`src/rtl/fifo_drain_pkg.sv`:
```
// Shared types and width helpers for the round-robin FIFO drain scheduler.
package fifo_drain_pkg;

   typedef enum logic {
      IDLE  = 1'b0,
      BURST = 1'b1
   } state_e;

   // Index width for an n-entry selector; never zero so ports stay legal.
   function automatic int idx_w(input int n);
      return (n > 1) ? $clog2(n) : 1;
   endfunction

   // Width of a counter that must be able to hold the value n itself.
   function automatic int cnt_w(input int n);
      return $clog2(n + 1);
   endfunction

endpackage

```
`src/rtl/fifo_rr_drain_rr_pick.sv`:
```
// Rotating-priority selector: first eligible channel at or after rr_ptr, cyclic.
module rr_pick
   import fifo_drain_pkg::*;
#(
   parameter int NUM_CH = 4,
   parameter int CW     = idx_w(NUM_CH)
) (
   input  logic [NUM_CH-1:0] eligible,
   input  logic [CW-1:0]     rr_ptr,
   output logic [CW-1:0]     grant,
   output logic              found
);

   localparam logic [CW:0] NCH = (CW+1)'(NUM_CH);

   logic [2*NUM_CH-1:0] dbl;
   logic [NUM_CH-1:0]   rot;
   logic [CW-1:0]       ofs;
   logic [CW:0]         sum;

   always_comb begin
      // Rotate so rr_ptr lands at bit 0, then take the lowest set bit.
      dbl   = {eligible, eligible};
      rot   = NUM_CH'(dbl >> rr_ptr);
      ofs   = '0;
      found = |eligible;
      for (int i = NUM_CH - 1; i >= 0; i--) begin
         if (rot[i]) ofs = CW'(i);
      end
      sum = {1'b0, rr_ptr} + {1'b0, ofs};
      if (sum >= NCH) sum = sum - NCH;
      grant = sum[CW-1:0];
   end

endmodule

```
`src/rtl/fifo_rr_drain.sv`:
```
// Round-robin read-side scheduler: drains fixed-length bursts from NUM_CH
// show-ahead FIFOs into one registered valid/ready stream.
module fifo_rr_drain
   import fifo_drain_pkg::*;
#(
   parameter int DATA_WIDTH = 16,
   parameter int NUM_CH     = 4,
   parameter int BURST_LEN  = 8,
   parameter int STALL_MAX  = 16
) (
   input  logic                         rclk,
   input  logic                         rrst,
   input  logic [NUM_CH-1:0]            chan_en,
   input  logic [NUM_CH-1:0]            fifo_empty,
   input  logic [NUM_CH*DATA_WIDTH-1:0] fifo_rdata,
   output logic [NUM_CH-1:0]            fifo_r_en,
   output logic                         m_valid,
   input  logic                         m_ready,
   output logic [DATA_WIDTH-1:0]        m_data,
   output logic [$clog2(NUM_CH)-1:0]    m_chan,
   output logic                         m_last,
   output logic [NUM_CH-1:0]            starve,
   input  logic [NUM_CH-1:0]            starve_clr,
   output logic                         busy
);

   localparam int CW = $clog2(NUM_CH);
   localparam int BW = cnt_w(BURST_LEN);
   localparam int SW = cnt_w(STALL_MAX);
   localparam logic [BW-1:0] BEAT_LAST  = BW'(BURST_LEN - 1);
   localparam logic [SW-1:0] STALL_LAST = SW'(STALL_MAX - 1);
   localparam logic [CW:0]   NCH        = (CW+1)'(NUM_CH);

   state_e                state_q, state_d;
   logic [CW-1:0]         grant_q, grant_d;
   logic [CW-1:0]         rr_ptr_q, rr_ptr_d;
   logic [BW-1:0]         beat_cnt_q, beat_cnt_d;
   logic [SW-1:0]         stall_cnt_q, stall_cnt_d;
   logic                  m_valid_q, m_valid_d;
   logic [DATA_WIDTH-1:0] m_data_q, m_data_d;
   logic [CW-1:0]         m_chan_q, m_chan_d;
   logic                  m_last_q, m_last_d;
   logic [NUM_CH-1:0]     starve_q, starve_d;

   logic [DATA_WIDTH-1:0] head [NUM_CH];
   logic [NUM_CH-1:0]     eligible;
   logic [NUM_CH-1:0]     starve_set;
   logic [CW-1:0]         pick_grant;
   logic                  pick_found;
   logic                  can_load;
   logic [CW:0]           gsum;
   logic [CW-1:0]         rr_next;

   for (genvar c = 0; c < NUM_CH; c++) begin : g_head
      assign head[c] = fifo_rdata[c*DATA_WIDTH +: DATA_WIDTH];
   end

   assign eligible = chan_en & ~fifo_empty;

   rr_pick #(.NUM_CH(NUM_CH), .CW(CW)) u_pick (
      .eligible (eligible),
      .rr_ptr   (rr_ptr_q),
      .grant    (pick_grant),
      .found    (pick_found)
   );

   always_comb begin
      state_d     = state_q;
      grant_d     = grant_q;
      rr_ptr_d    = rr_ptr_q;
      beat_cnt_d  = beat_cnt_q;
      stall_cnt_d = stall_cnt_q;
      m_valid_d   = m_valid_q;
      m_data_d    = m_data_q;
      m_chan_d    = m_chan_q;
      m_last_d    = m_last_q;
      starve_set  = '0;
      fifo_r_en   = '0;

      can_load = !m_valid_q || m_ready;
      gsum     = {1'b0, grant_q} + 1'b1;
      rr_next  = (gsum == NCH) ? '0 : gsum[CW-1:0];

      if (can_load) m_valid_d = 1'b0;

      case (state_q)
         IDLE: begin
            if (pick_found) begin
               grant_d     = pick_grant;
               beat_cnt_d  = '0;
               stall_cnt_d = '0;
               state_d     = BURST;
            end
         end
         BURST: begin
            if (can_load) begin
               if (!fifo_empty[grant_q]) begin
                  fifo_r_en[grant_q] = 1'b1;
                  m_valid_d   = 1'b1;
                  m_data_d    = head[grant_q];
                  m_chan_d    = grant_q;
                  m_last_d    = (beat_cnt_q == BEAT_LAST);
                  beat_cnt_d  = beat_cnt_q + 1'b1;
                  stall_cnt_d = '0;
                  if (beat_cnt_q == BEAT_LAST) begin
                     rr_ptr_d = rr_next;
                     state_d  = IDLE;
                  end
               end else begin
                  stall_cnt_d = stall_cnt_q + 1'b1;
                  // Close the burst with a zero beat so downstream framing stays intact.
                  if (stall_cnt_q == STALL_LAST) begin
                     m_valid_d           = 1'b1;
                     m_data_d            = '0;
                     m_chan_d            = grant_q;
                     m_last_d            = 1'b1;
                     starve_set[grant_q] = 1'b1;
                     rr_ptr_d            = rr_next;
                     state_d             = IDLE;
                  end
               end
            end
         end
         default: state_d = IDLE;
      endcase

      starve_d = (starve_q & ~starve_clr) | starve_set;
      if (rrst) fifo_r_en = '0;
   end

   always_ff @(posedge rclk) begin
      if (rrst) begin
         state_q     <= IDLE;
         grant_q     <= '0;
         rr_ptr_q    <= '0;
         beat_cnt_q  <= '0;
         stall_cnt_q <= '0;
         m_valid_q   <= 1'b0;
         m_data_q    <= '0;
         m_chan_q    <= '0;
         m_last_q    <= 1'b0;
         starve_q    <= '0;
      end else begin
         state_q     <= state_d;
         grant_q     <= grant_d;
         rr_ptr_q    <= rr_ptr_d;
         beat_cnt_q  <= beat_cnt_d;
         stall_cnt_q <= stall_cnt_d;
         m_valid_q   <= m_valid_d;
         m_data_q    <= m_data_d;
         m_chan_q    <= m_chan_d;
         m_last_q    <= m_last_d;
         starve_q    <= starve_d;
      end
   end

   assign m_valid = m_valid_q;
   assign m_data  = m_data_q;
   assign m_chan  = m_chan_q;
   assign m_last  = m_last_q;
   assign starve  = starve_q;
   assign busy    = (state_q == BURST);

endmodule

```
`config.mk`:
```
export PLATFORM = sky130hd
export DESIGN_NAME = fifo_rr_drain
export DESIGN_NICKNAME = d
export VERILOG_FILES = /design/src/rtl/fifo_drain_pkg.sv /design/src/rtl/fifo_rr_drain_rr_pick.sv /design/src/rtl/fifo_rr_drain.sv
export SDC_FILE = /design/constraint.sdc
export NUM_CORES = 1
export LEC_CHECK = 0
export CORE_MARGIN = 3
export CORE_UTILIZATION = 43
export CTS_CLUSTER_SIZE = 40
export DETAILED_ROUTE_END_ITERATION = 8
export PLACE_DENSITY = 0.95
export SLEW_MARGIN = 20
export SYNTH_ARGS = -nofsm -noshare
export SYNTH_HDL_FRONTEND = slang
export SYNTH_SLANG_ARGS = --single-unit
```
`constraint.sdc`:
```
create_clock -name rclk -period 3.6 [get_ports rclk]
set_clock_uncertainty 0.15 [all_clocks]
set_input_delay 1.08 -clock rclk [delete_from_list [all_inputs] [get_ports rclk]]
set_output_delay 1.08 -clock rclk [all_outputs]
set_load 0.02 [all_outputs]
```
# ---- Word level (Yosys, flattened, before mapping)
# Cells that the tools add are included.
dict set report word_totals {
  regBits 38
  input_bits 79
  word_cells 93
}
dict set report op_classes {
  add_sub_neg 5
  order_cmp 4
  n_eq_ne 7
  shift 1
  mux 49
  n_bitwise 7
  n_reduce_logical 10
}
# operator count
set op_table {}
lappend op_table {{16-bit 2-to-1 mux} 4}
lappend op_table {{4-bit 2-to-1 mux} 11}
lappend op_table {{16-bit binary-select mux with 2-bit select} 1}
lappend op_table {{2-bit 2-to-1 mux} 11}
lappend op_table {{5-bit 2-to-1 mux} 3}
lappend op_table {{1-bit 2-to-1 mux} 14}
lappend op_table {{5-bit case mux with 2 select lines} 1}
lappend op_table {{4-bit bitwise AND} 2}
lappend op_table {{4-bit NOT} 2}
lappend op_table {{4-bit case mux with 2 select lines} 1}
lappend op_table {{8-bit by 2-bit >> shifter with 4-bit output} 1}
lappend op_table {{3-bit >= comparator (second input constant)} 2}
lappend op_table {{3-bit AND reduction} 2}
lappend op_table {{5-bit by 1-bit adder with 5-bit output (second input constant)} 1}
lappend op_table {{5-bit by 4-bit == test with 1-bit output (second input constant)} 1}
lappend op_table {{4-bit by 1-bit adder with 4-bit output (second input constant)} 1}
lappend op_table {{4-bit by 3-bit == test with 1-bit output (second input constant)} 1}
lappend op_table {{2-bit by 1-bit != test with 1-bit output (second input constant)} 2}
lappend op_table {{2-bit != test (second input constant)} 2}
lappend op_table {{4-bit OR} 1}
lappend op_table {{2-bit AND reduction} 2}
lappend op_table {{4-bit AND reduction} 1}
lappend op_table {{4-bit OR reduction} 1}
lappend op_table {{2-bit by 1-bit adder with 3-bit output (second input constant)} 1}
lappend op_table {{14 further kinds} 14}

# ---- Logic depth before layout (Yosys ltp)
# Gate-level depths: netlist of run 1.
dict set report depth {
  ltp_word 10
  depth_mapped 10
  mapped_depth_nobuf 9
}

# ---- Hierarchy
# A second synthesis of run 1 with hierarchy kept.
dict set report unflattened {
  hier_cells 249
  area_unflattened_um2 2283.4
}
# mod n_inst cells_each area_per_inst_um2 seq_area_each_um2
set by_module_without_submodules {}
lappend by_module_without_submodules {fifo_rr_drain 1 222 2104.5 760.7}
lappend by_module_without_submodules {rr_pick 1 27 178.9 0.0}

# ---- Worst setup path before layout of run 1
# No wires, ideal clock.
dict set report synth_path {
  kind {input -> output}
  startpoint {in fifo_empty[3]}
  endpoint {out fifo_r_en[0]}
  t_arrival_ns 2.038
  required_time_ns 2.370
  path_slack_ns 0.332
  cell_stages 3
  cell_sequence {mux4_2 nor2_1 and3_1}
}
dict set report synth_between {
  elab_chain_cells 6
}
# item line_no
set synth_rtl {}
lappend synth_rtl {{from (decl)} fifo_rr_drain.sv:14} ;# input logic [NUM_CH-1:0] fifo_empty,
lappend synth_rtl {{1-bit binary-select mux with 2-bit select} fifo_rr_drain.sv:97} ;# if (!fifo_empty[grant_q]) begin
lappend synth_rtl {{1-bit 2-to-1 mux (implied by the code)} fifo_rr_drain.sv:97}
lappend synth_rtl {{4-bit 2-to-1 mux} fifo_rr_drain.sv:97}
lappend synth_rtl {{4-bit 2-to-1 mux} fifo_rr_drain.sv:96} ;# if (can_load) begin
lappend synth_rtl {{4-bit 2-to-1 mux} fifo_rr_drain.sv:86} ;# case (state_q)
lappend synth_rtl {{4-bit 2-to-1 mux} fifo_rr_drain.sv:128} ;# if (rrst) fifo_r_en = '0;
lappend synth_rtl {{to (decl)} fifo_rr_drain.sv:16} ;# output logic [NUM_CH-1:0] fifo_r_en,
# Every way passes these cells. The select of a mux whose other input is x is not followed.

# ---- Final worst setup path of run 1
dict set report layout_path {
  startpoint {in fifo_empty[2]}
  endpoint {out fifo_r_en[0]}
}
# Same word-level chain as after synthesis.

==> metrics.md, run 1 <==
| Metric | Value |
|---|---|
| Number of flops mapped to enable cells by yosys | `0` |
| Nets | `about 420` |
| RSZ-0062 raised after global routing | `no` |
| Half-perimeter wire length after placement | `slightly above 5 mm` |
| Final hold vios | `0` |
| Worst Reg-to-Reg Cells | `6` |
| DR WL/cell | `16.4 um` |
| Register area | `roughly 760 um2` |
| YS warnings | `0` |
| Clock Tree Buf Depth | `2` |
| Vias in the first global route | `approximately 2300` |
| Hold path depth | `2` |
| WHS | `0.337 ns` |
| Crit path depth | `5` |
| Die Height | `roughly 76 um` |
| Cell area after layout | `between 0.003 and 0.004 mm2` |
| Post-Route WL | `about 6.5 mm` |
| Leakage Power | `roughly 1.3 nW` |
| CP Data Required Time | `about 2.4 ns` |
| Yosys top cell by area | `dfxtp_1` |
| Initial DRC Count | `approximately 200` |
| VDD IR max | `0.000195 V` |
| Pre-Repair DR Iteration Count | `5` |
| Buf/Inv on CP | `2` |
| Skew-Pair Late Insertion Delay | `slightly below 0.3 ns` |
| Num ports | `about 110` |
| Post-route clock period utilization | `between 90% and 100%` |
| Critical Path, Cell by Cell | `dlygate4sd2_1, mux4_2, nor2_4, and3_4, buf_6` |
| Seq cells post-synth | `38` |
| Max Slew Vio Count | `0` |
| Max stage delay on crit path | `0.53 ns` |
| First-pass GRT wire length | `between 10 and 15 mm` |
| Clk slew on worst S/H paths | `roughly 0.08 ns` |
| Minimum clock period | `approximately 3.5 ns` |
| ANT cells | `0` |
| Placer Congestion | `approximately 0.87` |
| Number of routed nets with antenna violations | `0` |
| Share of cells above drive strength 1 | `between 10% and 20%` |
| Area growth from synthesis to layout | `60.7%` |
| PD cells | `between 300 and 400 mW/mm2` |
| CTS tree | `yes` |
| Post-synth ARST share | `0%` |
| Fmax | `~280 MHz` |
| Residual DRC | `0` |
| CTS Buf Count | `5` |
| CP Capture Type | `output port` |
| Maxcap violations | `0` |
| GRT Util Overall | `~22%` |
| Via Count | `around 2200` |
| Worst slew pin tran | `0.545 ns` |
| Final TNS setup | `0 ns` |
| Synth cell types | `39` |
| Buffers on Ports | `between 100 and 150` |
| Largest net degree at the start of global routing | `32` |
| Setup violations, final | `0` |
| Crit path kind | `in -> out` |
| Yosys top cell area share | `35.8%` |
| FILL cells | `around 340` |
| Crit path max-delay family | `multiplexers` |
| Initial Utilization | `between 40% and 50%` |
| Max H-tree Level | `2` |
| Die area | `slightly below 0.006 mm2` |
| Initial antenna violation count | `0` |
| Grt total ovfl | `0` |
| Rows | `24` |
| Status | `finished clean` |
| Relative slew margins | `63.2%` |
| Die extent in x | `approximately 76 um` |
| Ranking of synthesized cells by area | `dfxtp_1 36%, mux4_2 18%, nor2_1 6.5%` |
| Register area share after synthesis | `~36%` |
| Syn Area/Cell | `slightly below 10 um2` |
| Drt via density | `between 5 and 6` |
| Placed inst area | `roughly 0.0033 mm2` |
| Final core occ | `74.8%` |
| Sink Count | `38` |
| Hold buffers post-CTS | `0` |
| Synth Flop Type | `dfxtp_1` |
| Worst path slowest cell | `mux4_2` |
| Mapped Cells | `approximately 220` |
| Cell Area, Synth | `approximately 0.0021 mm2` |
| CTS root buffer | `clkbuf_8` |
| Crit start category | `primary input` |
| Syn Nets | `about 310` |
| Multi-input gate area | `0.00128 mm2` |
| Core area | `0.00456 mm2` |
| Worst min path class | `reg -> reg` |
| Critical Path AT | `between 2 and 2.5 ns` |
| CP max FO | `4` |
-- layout by cell type (no fill, tap or decap), drive strengths merged, types with 2 or more instances in the layout --
cell type,Yosys,layout
and3,5,5
a21oi,10,10
mux2i,4,4
nand2b,5,5
a211oi,2,2
nand4,2,2
ha,9,9
o21ai,3,3
nand2,8,8
nor2,37,37
dfxtp,38,38
mux4,17,17
clkdlybuf4s50,0,99
inv,10,10
a32oi,4,4
and2,2,2
xor2,3,3
clkbuf,9,6
nor4,2,2
buf,6,17
a22oi,17,17
o211ai,2,2
a311oi,2,2
nor3,5,5
dlygate4sd2,0,4
nor2b,3,3
-- worst reg2reg max path: cells and delay by family, from the launching register on --
| family | cells | cell delay (ns) |
|---|---|---|
| compound gates | 1 | 0.28 |
| buf+inv | 1 | 0.19 |
| flops | 1 | 0.37 |
| mux | 2 | 0.83 |
| simple gates | 2 | 0.28 |
-- registers in the layout, indices dropped and copies added, names as in the netlist, named ones only --
name / count
grant_q: 2
rr_ptr_q: 2
stall_cnt_q: 5
beat_cnt_q: 4
starve: 4
busy: 1
m_last: 1
m_data: 16
m_chan: 2
-- cell type report --
class	instances	share of cell area, %
multi-input combinational	155	37.4
sequential	38	22.3
clock buffer	6	2.42
inverter	10	1.10
tap	65	2.38
timing repair buffer	120	34.0
clock inverter	2	0.367
-- layer usage --
layer  wire length, um  track usage [%]  up-vias
met5                 0                0        -
met4               116             7.97        0
met2              3430             41.0      120
met3               635             8.27       16
li1                  -                -     1033
met1              2310             22.8     1005
-- cell families after synthesis --
kind of cell | count (synthesis) | synth area share (%)
xor gates and xnor gates | 4 | 1.65
and+or+nand+nor | 76 | 17.3
muxes | 21 | 19.9
adders and majority gates | 9 | 5.30
DFF | 38 | 35.8
buffers and inverters | 25 | 4.89
AOI/OAI and AO/OA | 45 | 15.1
-- synthesized netlist by cell type, types with 2 or more instances --
cell / instances
and2_1: 2
ha_1: 9
buf_2: 5
o211ai_1: 2
a21oi_1: 9
a311oi_1: 2
nand2b_1: 5
nor3_1: 5
nor2b_1: 3
clkbuf_1: 9
inv_1: 10
mux2i_1: 4
nand4_1: 2
o21ai_0: 3
dfxtp_1: 38
xor2_1: 3
a22oi_1: 17
a32oi_1: 4
a211oi_1: 2
nand2_1: 8
mux4_2: 17
and3_1: 5
nor2_1: 37
nor4_1: 2
-- per-stage QoR --
step | setup WS (ns) | total power, mW | cells
final | 0.0707 | 1.09 | 396
after global routing | 0.0126 | 1.14 | 396
after CTS | 0.0705 | 1.09 | 396
after detailed placement | -0.610 | 0.789 | 388
after global placement | -0.557 | 0.776 | 388
after floorplan | 0.332 | 0.624 | 218
-- final timing paths --
path / start / end / slack [ns]
min: starve[3] / starve[3] / 0.34
max reg2reg: grant_q[0] / rr_ptr_q[0] / 1.39
min reg2reg: starve[3] / starve[3] / 0.34
max: fifo_empty[2] / fifo_r_en[0] / 0.07
-- report_power, final --
group	internal [mW]	switching [mW]	total [mW]
logic	0.188	0.142	0.330
clock network	0.154	0.151	0.304
registers	0.440	0.0119	0.452
-- repair_timing --
item / CTS / global route
buffers inserted: 0 / 0
resized for setup: 30 / 0
pin swaps: 3 / 1
endpoints found under the setup margin: 4 / 3
Note: power is estimated with default switching activity, not from simulation.
==> run 2, diff against run 1 <==
ABC_CLOCK_PERIOD_IN_PS = 3600   (was unset)
CTS_CLUSTER_DIAMETER = 30   (was unset)
MAX_ROUTING_LAYER = met4   (was unset)
==> metrics.md, run 2 (synthesized netlist as in run 1, its figures left out) <==
| Metric | Value |
|---|---|
| Status | `finished clean` |
| Clock Tree Buf Depth | `2` |
| Area growth from synthesis to layout | `60.7%` |
| Fmax | `283 MHz` |
| Leakage Power | `roughly 1.3 nW` |
| Met2 Use GR | `41.2%` |
| Critical Path, Cell by Cell | `dlygate4sd2_1, mux4_2, nor2_4, and3_4, buf_6` |
| Rows | `24` |
| Post-Layout Cell Count | `396` |
| Residual DRC | `0` |
| ANT cells | `0` |
| Initial Utilization | `between 40% and 50%` |
| Crit path kind | `in -> out` |
| RSZ-0062 raised after global routing | `no` |
| Placer Congestion | `between 0.8 and 0.9` |
| CP Capture Type | `output port` |
| Largest net degree at the start of global routing | `32` |
| GR peak layer | `met2` |
| Placed cell count | `388` |
| CP Data Required Time | `2.37 ns` |
| Commonest non-fill, non-tap cells in the layout | `99 x clkdlybuf4s50_1, 38 x dfxtp_1, 36 x nor2_1` |
| CP max FO | `4` |
| CTS Buf Count | `5` |
| Worst min path class | `reg -> reg` |
| Crit path max-delay family | `multiplexers` |
| Die Height | `between 70 and 80 um` |
| Crit path depth | `5` |
| Hold path depth | `2` |
| Critical Path AT | `~2.3 ns` |
| Vias in the first global route | `between 2000 and 2500` |
| WHS | `around 0.34 ns` |
| Met3 usage | `6.38%` |
| Buffers on Ports | `around 110` |
| Num ports | `around 110` |
| Clk slew on worst S/H paths | `0.08 ns` |
| Die extent in x | `about 76 um` |
| Cell area after layout | `about 0.0034 mm2` |
| Nets | `418` |
| Worst path slowest cell | `mux4_2` |
| Max FFs per register | `16` |
| Final core occ | `about 75%` |
| GRT Util Overall | `between 20 and 25%` |
| Worst Reg-to-Reg Cells | `6` |
| Share of cells above drive strength 1 | `approximately 14%` |
| Final hold vios | `0` |
| PD cells | `between 300 and 400 mW/mm2` |
| Placed inst area | `roughly 0.0033 mm2` |
| Initial DRC Count | `between 200 and 250` |
| Commonest non-fill, non-tap cell in the layout | `clkdlybuf4s50_1` |
| Sink Count | `38` |
| Post-route clock period utilization | `between 90% and 100%` |
| Max H-tree Level | `2` |
| VDD IR max | `0.000194 V` |
| Buf/Inv on CP | `2` |
| Setup violations, final | `0` |
| Worst slew pin tran | `0.544 ns` |
| Max stage delay on crit path | `0.53 ns` |
| CTS tree | `yes` |
| Crit start category | `primary input` |
| Die area | `around 0.0058 mm2` |
| Maxcap violations | `0` |
| Via Count | `about 2200` |
| Post-Route WL | `6.50 mm` |
| Drt via density | `about 5.5` |
| Met1 Resource Use GR | `between 20% and 30%` |
| Half-perimeter wire length after placement | `just over 5 mm` |
| Initial antenna violation count | `0` |
| Minimum clock period | `between 3 and 4 ns` |
| Pre-Repair DR Iteration Count | `4` |
| Skew-Pair Late Insertion Delay | `just under 0.3 ns` |
| Hold buffers post-CTS | `0` |
| Grt total ovfl | `0` |
| DR WL/cell | `16.4 um` |
| Relative slew margins | `a little over three fifths` |
| Number of routed nets with antenna violations | `0` |
| CTS root buffer | `clkbuf_8` |
| First-pass GRT wire length | `approximately 11 mm` |
| Core area | `about 0.0046 mm2` |
| Max Slew Vio Count | `0` |
==> run 2: worst paths after layout <==
check	to	start	slack, ns
worst max-delay path	fifo_r_en[0]	fifo_empty[2]	0.07
worst min-delay path	starve[3]	starve[3]	0.34
worst max register to register	rr_ptr_q[0]	grant_q[0]	1.38
worst min register to register	starve[3]	starve[3]	0.34
==> run 2: cell type report <==
type	instances	area (um2)
repair buffers	120	1160
clock inverters	2	12.5
clock buffers	6	82.6
multi-input cells	155	1280
flip-flops and latches	38	761
inverters	10	37.5
well taps	65	81.3
fillers	335	1150
==> run 2: per-layer routing <==
| metal | up-vias | part of all wire (%) |
|---|---|---|
| met4 | 0 | 1.8 |
| li1 | 1032 | - |
| met3 | 14 | 8.0 |
| met2 | 115 | 53 |
| met1 | 1025 | 38 |
| met5 | - | 0 |
==> run 2: worst min-delay path: cells and delay by family (launching register included) <==
family | cells | cell delay, ns
DFF | 1 | 0.33
and+or+nand+nor | 1 | 0.07
AOI/OAI and AO/OA | 1 | 0.05
==> run 2: timing repair <==
action	4_1_cts	5_1_grt
setup endpoints to repair	4	3
gates resized for setup	30	0
buffers inserted	0	0
pin swaps	3	1
==> run 2: power by group <==
part | leakage [nW] | switching, mW | internal [mW]
Sequential | 0.309 | 0.0119 | 0.440
Clock | 0.0472 | 0.150 | 0.154
Combinational | 0.927 | 0.142 | 0.188
==> run 2: metrics by stage <==
step	TNS (ns)	power (mW)	worst slack [ns]
after floorplan	0	0.624	0.332
after global placement	-2.22	0.776	-0.557
after detailed placement	-2.40	0.789	-0.610
after CTS	0	1.09	0.0705
after global routing	0	1.14	0.0126
final	0	1.09	0.0662
